### src/rtl/note_period_selector.sv
// note_period_selector
//   Debounces NUM_KEYS raw key levels, selects one active note (lowest-index
//   or last-pressed priority), applies an octave shift and optionally glides
//   the output half-period toward the new target. The half-period is counted
//   in 48 kHz sample ticks and feeds the square-wave generator.
//
// Ports
//   clk                  in   system clock (12.288 MHz)
//   rst                  in   synchronous reset, active-high
//   keys                 in   raw asynchronous key levels, bit 0 = C4
//   mode                 in   0 = lowest-index priority, 1 = last-pressed priority
//   octave               in   0=C3, 1=C4, 2=C5, 3=C6
//   glide_en             in   enable portamento
//   current_half_period  out  half-period in sample ticks; 0 = silence
//   note_valid           out  a debounced key is active
//   note_index           out  index of the active key
//   note_on              out  one-cycle pulse when the active index changes to a valid note
module note_period_selector #(
    parameter int unsigned NUM_KEYS        = 12,
    parameter int unsigned PERIOD_W        = 8,
    parameter int unsigned DEBOUNCE_CYCLES = 4096,
    parameter int unsigned GLIDE_DIV       = 1024,
    localparam int unsigned IDX_W = (NUM_KEYS > 1) ? $clog2(NUM_KEYS) : 1
) (
    input  logic                clk,
    input  logic                rst,
    input  logic [NUM_KEYS-1:0] keys,
    input  logic                mode,
    input  logic [1:0]          octave,
    input  logic                glide_en,
    output logic [PERIOD_W-1:0] current_half_period,
    output logic                note_valid,
    output logic [IDX_W-1:0]    note_index,
    output logic                note_on
);

    localparam int unsigned CW = (DEBOUNCE_CYCLES > 2) ? $clog2(DEBOUNCE_CYCLES) : 1;
    localparam int unsigned PW = (GLIDE_DIV > 1) ? $clog2(GLIDE_DIV) : 1;

    // Base half-periods for the first octave of keys; keys 12..23 reuse the
    // table one octave up (halved).
    function automatic logic [7:0] base_of(input int unsigned k);
        logic [7:0] b;
        case (k % 12)
            0:       b = 8'd92;
            1:       b = 8'd87;
            2:       b = 8'd82;
            3:       b = 8'd77;
            4:       b = 8'd73;
            5:       b = 8'd69;
            6:       b = 8'd65;
            7:       b = 8'd61;
            8:       b = 8'd58;
            9:       b = 8'd55;
            10:      b = 8'd51;
            11:      b = 8'd49;
            default: b = 8'd0;
        endcase
        if (k >= 12) begin
            b = b >> 1;
        end
        return b;
    endfunction

    logic [NUM_KEYS-1:0] sync1_q, sync2_q;
    logic [NUM_KEYS-1:0] stable_q, stable_d;
    logic [CW-1:0]       cnt_q [NUM_KEYS];
    logic [CW-1:0]       cnt_d [NUM_KEYS];
    logic [NUM_KEYS-1:0] rise;

    logic [IDX_W-1:0]    last_key_q, last_key_d;
    logic [IDX_W-1:0]    lowest_idx, rise_idx, sel_idx;
    logic                last_held, any_held;

    logic [PERIOD_W-1:0] base_ext, shifted, target;
    logic [PERIOD_W-1:0] cur_q, cur_d;
    logic [PW-1:0]       presc_q, presc_d;
    logic                valid_q, note_on_q, note_on_d;
    logic [IDX_W-1:0]    index_q;

    // Debounce: a key's stable bit flips only after the synced level has
    // differed from it on DEBOUNCE_CYCLES consecutive edges.
    always_comb begin
        stable_d = stable_q;
        for (int unsigned i = 0; i < NUM_KEYS; i++) begin
            cnt_d[i] = '0;
            if (sync2_q[i] != stable_q[i]) begin
                if (cnt_q[i] == CW'(DEBOUNCE_CYCLES - 1)) begin
                    stable_d[i] = ~stable_q[i];
                end else begin
                    cnt_d[i] = cnt_q[i] + 1'b1;
                end
            end
        end
    end

    // last_key follows the stable bits as they rise, so mode 1 sees the new
    // key on the same edge that mode 0 would.
    assign rise = stable_d & ~stable_q;

    always_comb begin
        lowest_idx = '0;
        rise_idx   = '0;
        last_held  = 1'b0;
        for (int unsigned i = NUM_KEYS; i > 0; i--) begin
            if (stable_q[i-1]) lowest_idx = IDX_W'(i - 1);
            if (rise[i-1])     rise_idx   = IDX_W'(i - 1);
        end
        for (int unsigned i = 0; i < NUM_KEYS; i++) begin
            if (stable_q[i] && (IDX_W'(i) == last_key_q)) last_held = 1'b1;
        end
    end

    assign any_held   = |stable_q;
    assign last_key_d = (|rise) ? rise_idx : last_key_q;
    assign sel_idx    = (mode && last_held) ? last_key_q : lowest_idx;

    always_comb begin
        base_ext = PERIOD_W'(base_of(32'(sel_idx)));
        shifted  = base_ext << 1;
        target   = any_held ? (shifted >> octave) : '0;
    end

    // Glide: note on/off (either end zero) or glide disabled loads directly;
    // otherwise step one tick toward target each time the prescaler expires.
    always_comb begin
        cur_d   = cur_q;
        presc_d = presc_q;
        if (!glide_en || (cur_q == '0) || (target == '0)) begin
            cur_d   = target;
            presc_d = '0;
        end else if (cur_q == target) begin
            presc_d = '0;
        end else if (presc_q == PW'(GLIDE_DIV - 1)) begin
            presc_d = '0;
            cur_d   = (cur_q > target) ? (cur_q - 1'b1) : (cur_q + 1'b1);
        end else begin
            presc_d = presc_q + 1'b1;
        end
    end

    assign note_on_d = any_held && (!valid_q || (sel_idx != index_q));

    always_ff @(posedge clk) begin
        if (rst) begin
            sync1_q    <= '0;
            sync2_q    <= '0;
            stable_q   <= '0;
            for (int unsigned i = 0; i < NUM_KEYS; i++) begin
                cnt_q[i] <= '0;
            end
            last_key_q <= '0;
            presc_q    <= '0;
            cur_q      <= '0;
            valid_q    <= 1'b0;
            index_q    <= '0;
            note_on_q  <= 1'b0;
        end else begin
            sync1_q    <= keys;
            sync2_q    <= sync1_q;
            stable_q   <= stable_d;
            for (int unsigned i = 0; i < NUM_KEYS; i++) begin
                cnt_q[i] <= cnt_d[i];
            end
            last_key_q <= last_key_d;
            presc_q    <= presc_d;
            cur_q      <= cur_d;
            valid_q    <= any_held;
            index_q    <= sel_idx;
            note_on_q  <= note_on_d;
        end
    end

    assign current_half_period = cur_q;
    assign note_valid          = valid_q;
    assign note_index          = index_q;
    assign note_on             = note_on_q;

endmodule

### config.mk
export PLATFORM = sky130hd
export DESIGN_NAME = note_period_selector
export DESIGN_NICKNAME = d
export VERILOG_FILES = /design/src/rtl/note_period_selector.sv
export SDC_FILE = /design/constraint.sdc
export NUM_CORES = 1
export LEC_CHECK = 0
export CAP_MARGIN = 20
export CORE_ASPECT_RATIO = 0.7
export CORE_MARGIN = 3
export CORE_UTILIZATION = 30
export CTS_CLUSTER_SIZE = 24
export DETAILED_ROUTE_END_ITERATION = 16
export GPL_TIMING_DRIVEN = 0
export PLACE_DENSITY = 0.55
export SETUP_SLACK_MARGIN = 0.2
export SKIP_CTS_REPAIR_TIMING = 1
export SYNTH_ARGS = -nofsm -noshare
export SYNTH_HDL_FRONTEND = slang
export SYNTH_SLANG_ARGS = --single-unit
### constraint.sdc
create_clock -name clk -period 12.4 [get_ports clk]
set_input_delay 2.48 -clock clk [delete_from_list [all_inputs] [get_ports clk]]
set_output_delay 2.48 -clock clk [all_outputs]
set_load 0.1 [all_outputs]
==> results of run 1 <==
-- layer usage --
metal	vias up	part of all wire	GRT usage	wire length, um
li1	3769	-	-	-
met3	26	0.033	0.01927	621
met2	71	0.39	0.1646	7412
met1	3204	0.56	0.1762	10590
met4	0	0.019	0.02604	358
met5	-	0	0	0
-- per-stage QoR --
step | hold slack [ps] | worst slack, ps | util | instances
final | 432.7 | 3483 | 0.3546 | 1578
after global routing | 454.8 | 2949 | 0.3546 | 1578
after global placement | 421.6 | 3092 | 0.3321 | 1540
after floorplan | 413.8 | 4618 | - | 1091
after detailed placement | 425.6 | 3054 | 0.3321 | 1540
after CTS | 439.1 | 3587 | 0.3546 | 1578
-- worst max-delay path by stage --
stage	startpoint	end	slack (ps)	depth (start not counted)
after floorplan	mode	current_half_period[7]	4620	31
after global placement	mode	current_half_period[7]	3090	32
after detailed placement	mode	current_half_period[7]	3050	32
after CTS	mode	current_half_period[7]	3590	32
after global routing	mode	current_half_period[7]	2950	32
final	mode	current_half_period[7]	3480	32
-- state kept, by name, indices dropped and copies added (netlist names) --
name,cells
cnt_q,144
current_half_period,8
last_key_q,4
note_index,4
note_on,1
note_valid,1
presc_q,10
stable_q,12
sync1_q,12
sync2_q,12
-- report_power, final --
part | total, mW | internal (mW) | switching (mW)
clock | 0.651 | 0.389 | 0.262
sequential | 0.676 | 0.673 | 0.00269
combinational | 0.0268 | 0.0110 | 0.0158
-- cell families after synthesis --
logic type	share of synthesized area
fa+ha+maj	0.04381
simple gates	0.2723
compound gates	0.06689
flops	0.4340
xor+xnor	0.1305
mux	0.02399
buf+inv	0.02856
-- worst max-delay path: cells and delay by family --
kind	cells	cell delay [ps]
AO/OA/AOI/OAI	19	3760
buffers and inverters	5	1120
AND/OR/NAND/NOR	4	930
adder cells (fa/ha/maj)	3	910
multiplexers	1	100
-- layout by cell type (no fill, tap or decap), types with 32 or more instances in the layout --
| cell | instances |
|---|---|
| ha_1 | 32 |
| nand2_1 | 71 |
| xor2_1 | 72 |
| nor2_1 | 207 |
| xnor2_1 | 71 |
| and3_1 | 42 |
| nand3_1 | 76 |
| nor2b_1 | 38 |
| dfxtp_1 | 208 |
-- cell type report --
type	count	share of cell area
clock buffers	29	0.05177
clock inverters	9	0.01171
multi-input cells	822	0.4639
inverters	29	0.009792
repair buffers	29	0.02611
flip-flops and latches	208	0.3746
plain buffers	32	0.01486
well taps	420	0.04727
==> results.ini, run 1 <==
[hold_path]
holdCritPathClass = flop to flop
hold_end = sync2_q[2]
hp-start = sync1_q[2]
whs_path_depth = 1

[final_layout]
seqCellArea_mm2 = 0.004164
syn_to_final_growth_pct = 15.86
n_fill_cell = 3257
drive_above_1_share = 0.06477
multi_input_area_mm2 = 0.005157
final_area_mm2 = 0.01112
fin_nets = 1194
antennaDiodeCount = 0

[worst_setup_path]
cp_data_arrival_time_ps = 9300
cp-end-kind = flop
rr_worst_depth = 33
r2r_start = last_key_q[1]
rr_endpoint = current_half_period[7]
startpoint_type = input port
critical_path.max_fanout = 6
reg2reg_slack_ps = 5220
worst_path_max_delay_cell = clkdlybuf4s50_1
worstSetupPathType = input port to flop
cp_data_required_time_ps = 12780
cp_slowest_stage_delay_ps = 570

[synthesis]
synth_seq_area_share = 0.4340
netlist_top_cells_count = dfxtp_1, nor2_1, nand3_1
ys.flop_type = dfxtp_1
yosys_warnings = 0
synth.area.top_cells = dfxtp_1, nor2_1, xor2_1
ys_seq_elements = 208
syn_inst = 1091
syn_area_per_cell_um2 = 8.795
synth.most_common_cell = dfxtp_1
synth.distinct_cells = 76
syn_nets = 1142
synth_top_area_share = 0.4340
async_reset_ff_frac = 0
yosys.area.top_type = dfxtp_1
synth_edf_count = 0
netlist_area_mm2 = 0.009595

[detailed_routing]
vias = 7070
drc_errors = 0
wirelength_um = 18980
dr.pass1.iters = 5
ant_nets = 0
via_per_inst = 4.480
drt_iter0_markers = 382
wl_per_cell_um = 12.03

[floorplanning]
dieArea_mm2 = 0.03420
io_pins = 32
core_mm2 = 0.03135
num_rows = 54
initial_core_util = 0.3061
die_h_um = 155.6
die_w_um = 219.8

[sta]
finalSetupViolations = 0
relSlewSlack = 0.3426
post-route-period-util = 0.7191
finalMaxSlewViolations = 0
worst_pin_slew_ps = 982.9
grt_setup_unrepaired = false
hold_viol = 0
fin_tns_setup_ps = 0
finClkSkew_ps = 10.99
max_freq_mhz = 112.1
period_needed_ps = 8917

[clocking]
clock_latency_ps = 510
cts_tree = yes
path_clk_slew_ps = 60
cts.path.max_buffers = 3
cts-root-buf = clkbuf_16
cts_buffers = 21
htree_levels = 1
clock_sinks = 208

[power_and_ir_drop]
finalPower_mw = 1.354
p_per_area_mw_per_mm2 = 121.8
power_leakage_nw = 4.015
vdd.ir_drop.worst_mv = 0.07498

[global_routing]
overflow = 0
grt_first_pass_wirelength_um = 33080
antenna_found_initial = 0
grt_max_degree = 16
grtUsageTotal = 0.1141
grt_pass1_vias = 6693

[status]
status = complete, no violations

[flow_run]
cap_violations = 0

[placed_design]
io_buffers = 29
post_dp_cell_area_mm2 = 0.01041
dp_hpwl_um = 13730
gp_congestion = 0.8127

Power figures use the tool's default switching activity.
==> inputs of run 2 (changes only) <==
Clock period 12.4 ns to 8.9 ns, I/O delays scaled along.
==> run 2 against run 1 <==
Effect of this change: utilization is essentially flat; register-to-register slack worse by 3400 ps; worst setup slack lost 2700 ps; hold slack about the same; clock skew hardly changed; clock power increased by 39%; cell count unchanged; final area hardly changed; first-iteration DRC count rose by 0.26%; global-route usage stayed put; clock-buffer cell count unchanged.
==> results.ini, run 2 (same netlist as run 1, synthesis figures left out) <==
[status]
status = complete, no violations

[final_layout]
mostFrequentLayoutCells = dfxtp_1, nor2_1, nand3_1
seqCellArea_mm2 = 0.004164
multi_input_area_mm2 = 0.005161
antennaDiodeCount = 0
fin_nets = 1194
syn_to_final_growth_pct = 15.90
n_fill_cell = 3257
drive_above_1_share = 0.06563
largest-register = cnt_q
stdcell_count = 1578
final_common_cell = dfxtp_1
largest_register_ffs = 144

[placed_design]
gp_congestion = 0.8127
dp.cells = 1540
dp_hpwl_um = 13730
io_buffers = 29

[sta]
worst_pin_slew_ps = 982.9
max_freq_mhz = 123.8
post-route-period-util = 0.9074
hold_viol = 0
finalSetupViolations = 0
finClkSkew_ps = 11.00
fin_tns_setup_ps = 0
finalMaxSlewViolations = 0
period_needed_ps = 8076
relSlewSlack = 0.3426
grt_setup_unrepaired = false

[worst_setup_path]
startpoint_type = input port
cp-end-kind = flop
cp_slowest_stage_delay_ps = 570
worstSetupPathType = input port to flop
critical_path.max_fanout = 6
cp_data_required_time_ps = 9280
cp_data_arrival_time_ps = 8460
worst_path_max_delay_cell = clkdlybuf4s50_1

[clocking]
cts_tree = yes
clock_sinks = 208
cts-root-buf = clkbuf_16
htree_levels = 1
clock_latency_ps = 500
cts.path.max_buffers = 3
path_clk_slew_ps = 60
cts_buffers = 21

[power_and_ir_drop]
pwr-share-clk = 0.481
vdd.ir_drop.worst_mv = 0.1045
p_sw_mw = 0.3911
power_leakage_nw = 4.016
p_per_area_mw_per_mm2 = 169.6
cellInternalPower_mw = 1.495
power_frac_seq = 0.499
swShare = 0.2073
comb_power_share = 0.020

[floorplanning]
core_mm2 = 0.03135
die_h_um = 155.6
dieArea_mm2 = 0.03420
num_rows = 54
initial_core_util = 0.3061
io_pins = 32
die_w_um = 219.8

[detailed_routing]
dr.pass1.iters = 4
drt_iter0_markers = 383
vias = 7068
via_per_inst = 4.479
ant_nets = 0
drc_errors = 0
wl_per_cell_um = 12.03
wirelength_um = 18980

[hold_path]
holdCritPathClass = flop to flop

[global_routing]
antenna_found_initial = 0
grtUsageTotal = 0.1141
grt_first_pass_wirelength_um = 33080
grt_max_degree = 16
grt_pass1_vias = 6693
overflow = 0

[flow_run]
cap_violations = 0

run 2: changes by cell type in the layout (fill, tap and decap cells not counted):
cell,previous run,this run
a21oi_1,21,20
a21oi_2,1,2
run 2: layout make-up:
class | instances | share of cell area
well taps | 420 | 0.04725
clock buffers | 29 | 0.05176
repair buffers | 29 | 0.02610
multi-input cells | 822 | 0.4641
flip-flops and latches | 208 | 0.3744
clock inverters | 9 | 0.01170
plain buffers | 32 | 0.01485
inverters | 29 | 0.009788
run 2: worst max-delay path: cells and delay by family:
family                     cells  cell delay [ps]
AOI/OAI and AO/OA             17             3370
buffers and inverters          4             1070
adders and majority gates      3              810
muxes                          3              730
and+or+nand+nor                5              690
run 2: final timing paths:
kind,cells past startpoint,startpoint,slack [ps],end
worst max register to register,32,last_key_q[1],1810,current_half_period[7]
worst min-delay path,1,sync1_q[2],430,sync2_q[2]
worst max-delay path,32,mode,820,current_half_period[7]
worst min register to register,1,sync1_q[2],430,sync2_q[2]
run 2: power by group through the flow:
| stage | combinational (mW) | clock (mW) | sequential [mW] |
|---|---|---|---|
| 5_1_grt | 0.0420 | 0.974 | 0.941 |
| 6_report | 0.0374 | 0.908 | 0.941 |
| 2_1_floorplan | 0.0211 | 0 | 0.961 |
| 3_5_place_dp | 0.0378 | 0 | 0.962 |
| 4_1_cts | 0.0378 | 0.939 | 0.941 |
| 3_3_place_gp | 0.0376 | 0 | 0.962 |
run 2: per-stage QoR:
step                utilization  hold WS (ps)  cell area [um^2]  setup slack [ps]  total power [mW]
floorplan                     -         413.8              9595              1818            0.9824
global placement         0.3321         421.6             10410             291.9            0.9997
detailed placement       0.3321         425.6             10410             254.0             1.000
CTS                      0.3546         439.1             11120             786.9             1.918
global route             0.3547         454.8             11120             295.6             1.957
finish                   0.3547         432.7             11120             824.3             1.886
run 2: routing by layer:
metal / vias to the layer above / global-route usage / wire (um)
li1: 3771 / - / -
met1: 3196 / 0.1762 / 10600
met2: 75 / 0.1646 / 7397
met3: 26 / 0.01927 / 624
met4: 0 / 0.02604 / 358
met5: - / 0 / 0
==> inputs of run 3 (changes only) <==
Settings changed: CORE_UTILIZATION 30 to 55, PLACE_DENSITY 0.55 to 0.83.
==> run 3 against run 2 <==
Effect of this change: non-clock buffer count unchanged; sequential share of layout area increased by 1.0 points; largest power group unchanged; worst setup slack got worse by 85 ps.
==> results.ini, run 3 (same netlist as run 1, synthesis figures left out) <==
[final_layout]
n_fill_cell = 1354
syn_to_final_growth_pct = 12.74
mostFrequentLayoutCells = dfxtp_1, nor2_1, nand3_1
final_area_mm2 = 0.01082
drive_above_1_share = 0.06488
largest_register_ffs = 144
seqCellArea_mm2 = 0.004164
multi_input_area_mm2 = 0.005157
largest-register = cnt_q
antennaDiodeCount = 0
fin_nets = 1193
final_common_cell = dfxtp_1

[sta]
relSlewSlack = 0.3339
worst_pin_slew_ps = 996.0
finalSetupViolations = 0
whs_ps = 437.6
setup_ws_ps = 739.5
grt_setup_unrepaired = false
finClkSkew_ps = 14.91
finalMaxSlewViolations = 0
hold_viol = 0
fin_tns_setup_ps = 0
period_needed_ps = 8160
post-route-period-util = 0.9169
max_freq_mhz = 122.5

[global_routing]
grt_pass1_vias = 7108
grtUsageTotal = 0.2066
overflow = 0
antenna_found_initial = 0
grt_max_degree = 16
grt_first_pass_wirelength_um = 33080

[clocking]
clock_latency_ps = 490
clock_sinks = 208
cts_buffers = 20
htree_levels = 1
cts_tree = yes
path_clk_slew_ps = 60
cts-root-buf = clkbuf_16
cts.path.max_buffers = 3

[power_and_ir_drop]
pwr-share-clk = 0.462
comb_power_share = 0.021
p_sw_mw = 0.3845
vdd.ir_drop.worst_mv = 0.1390
cellInternalPower_mw = 1.434
finalPower_mw = 1.818
swShare = 0.2115
power_frac_seq = 0.518
power_leakage_nw = 3.988
p_per_area_mw_per_mm2 = 168.1

[worst_setup_path]
path_buf_inv = 5
critPathTopFamily = compound AO/OA/AOI/OAI gates
cp_slowest_stage_delay_ps = 540
cp_data_required_time_ps = 9270
cp-end-kind = flop
reg2reg_slack_ps = 1730
startpoint_type = input port
critical_path.max_fanout = 6
worst_path_max_delay_cell = clkdlybuf4s50_1
worstSetupPathType = input port to flop
cp_data_arrival_time_ps = 8530

[hold_path]
holdCritPathClass = flop to flop

[detailed_routing]
via_per_inst = 5.377
ant_nets = 0
drt_iter0_markers = 447
vias = 7426
wirelength_um = 19110
wl_per_cell_um = 13.83
drc_errors = 0
dr.pass1.iters = 7

[floorplanning]
initial_core_util = 0.5750
die_h_um = 116.5
die_w_um = 163.9
dieArea_mm2 = 0.01909
io_pins = 32
core_mm2 = 0.01669
num_rows = 39

[placed_design]
place_ws_ps = 394.3
dp_hpwl_um = 13620
post_dp_cell_area_mm2 = 0.01017
io_buffers = 29
gp_congestion = 0.9350

[status]
status = complete, no violations

[flow_run]
cap_violations = 0

[run 3: cell count changes in the layout (fill, tap and decap cells not counted)]
cell | previous run | this run
a21oi_1 | 20 | 21
bufinv_16 | 3 | 1
clkbuf_1 | 26 | 24
clkinvlp_4 | 1 | 2
a21oi_2 | 2 | 1
clkinv_2 | 3 | 4
[run 3: per-stage QoR]
stage	utilization	cells
2_1_floorplan	-	1091
3_3_place_gp	0.6092	1345
3_5_place_dp	0.6092	1345
4_1_cts	0.6482	1381
5_1_grt	0.6482	1381
6_report	0.6482	1381
[run 3: metal layers]
metal,global-route usage,vias up,share of wire
met5,0,-,0
met3,0.04856,27,0.057
met4,0.04225,0,0.014
li1,-,3777,-
met2,0.3224,169,0.43
met1,0.2953,3453,0.50
[run 3: power groups by stage]
stage	logic, mW	clock network, mW	registers (mW)
after floorplan	0.0211	0	0.961
after global placement	0.0358	0	0.962
after detailed placement	0.0365	0	0.962
after CTS	0.0369	0.854	0.941
after global routing	0.0408	0.897	0.942
final	0.0373	0.840	0.941
[run 3: final timing paths]
kind,start,to,cells past startpoint
max,mode,current_half_period[7],32
min,sync1_q[4],sync2_q[4],1
max reg2reg,last_key_q[1],current_half_period[7],33
min reg2reg,sync1_q[4],sync2_q[4],1
[run 3: final cells by class]
| cell class | count | area share |
|---|---|---|
| plain buffers | 32 | 0.01527 |
| clock buffers | 27 | 0.05251 |
| clock inverters | 9 | 0.007634 |
| inverters | 29 | 0.01006 |
| multi-input cells | 822 | 0.4768 |
| flip-flops and latches | 208 | 0.3849 |
| well taps | 225 | 0.02602 |
| repair buffers | 29 | 0.02683 |
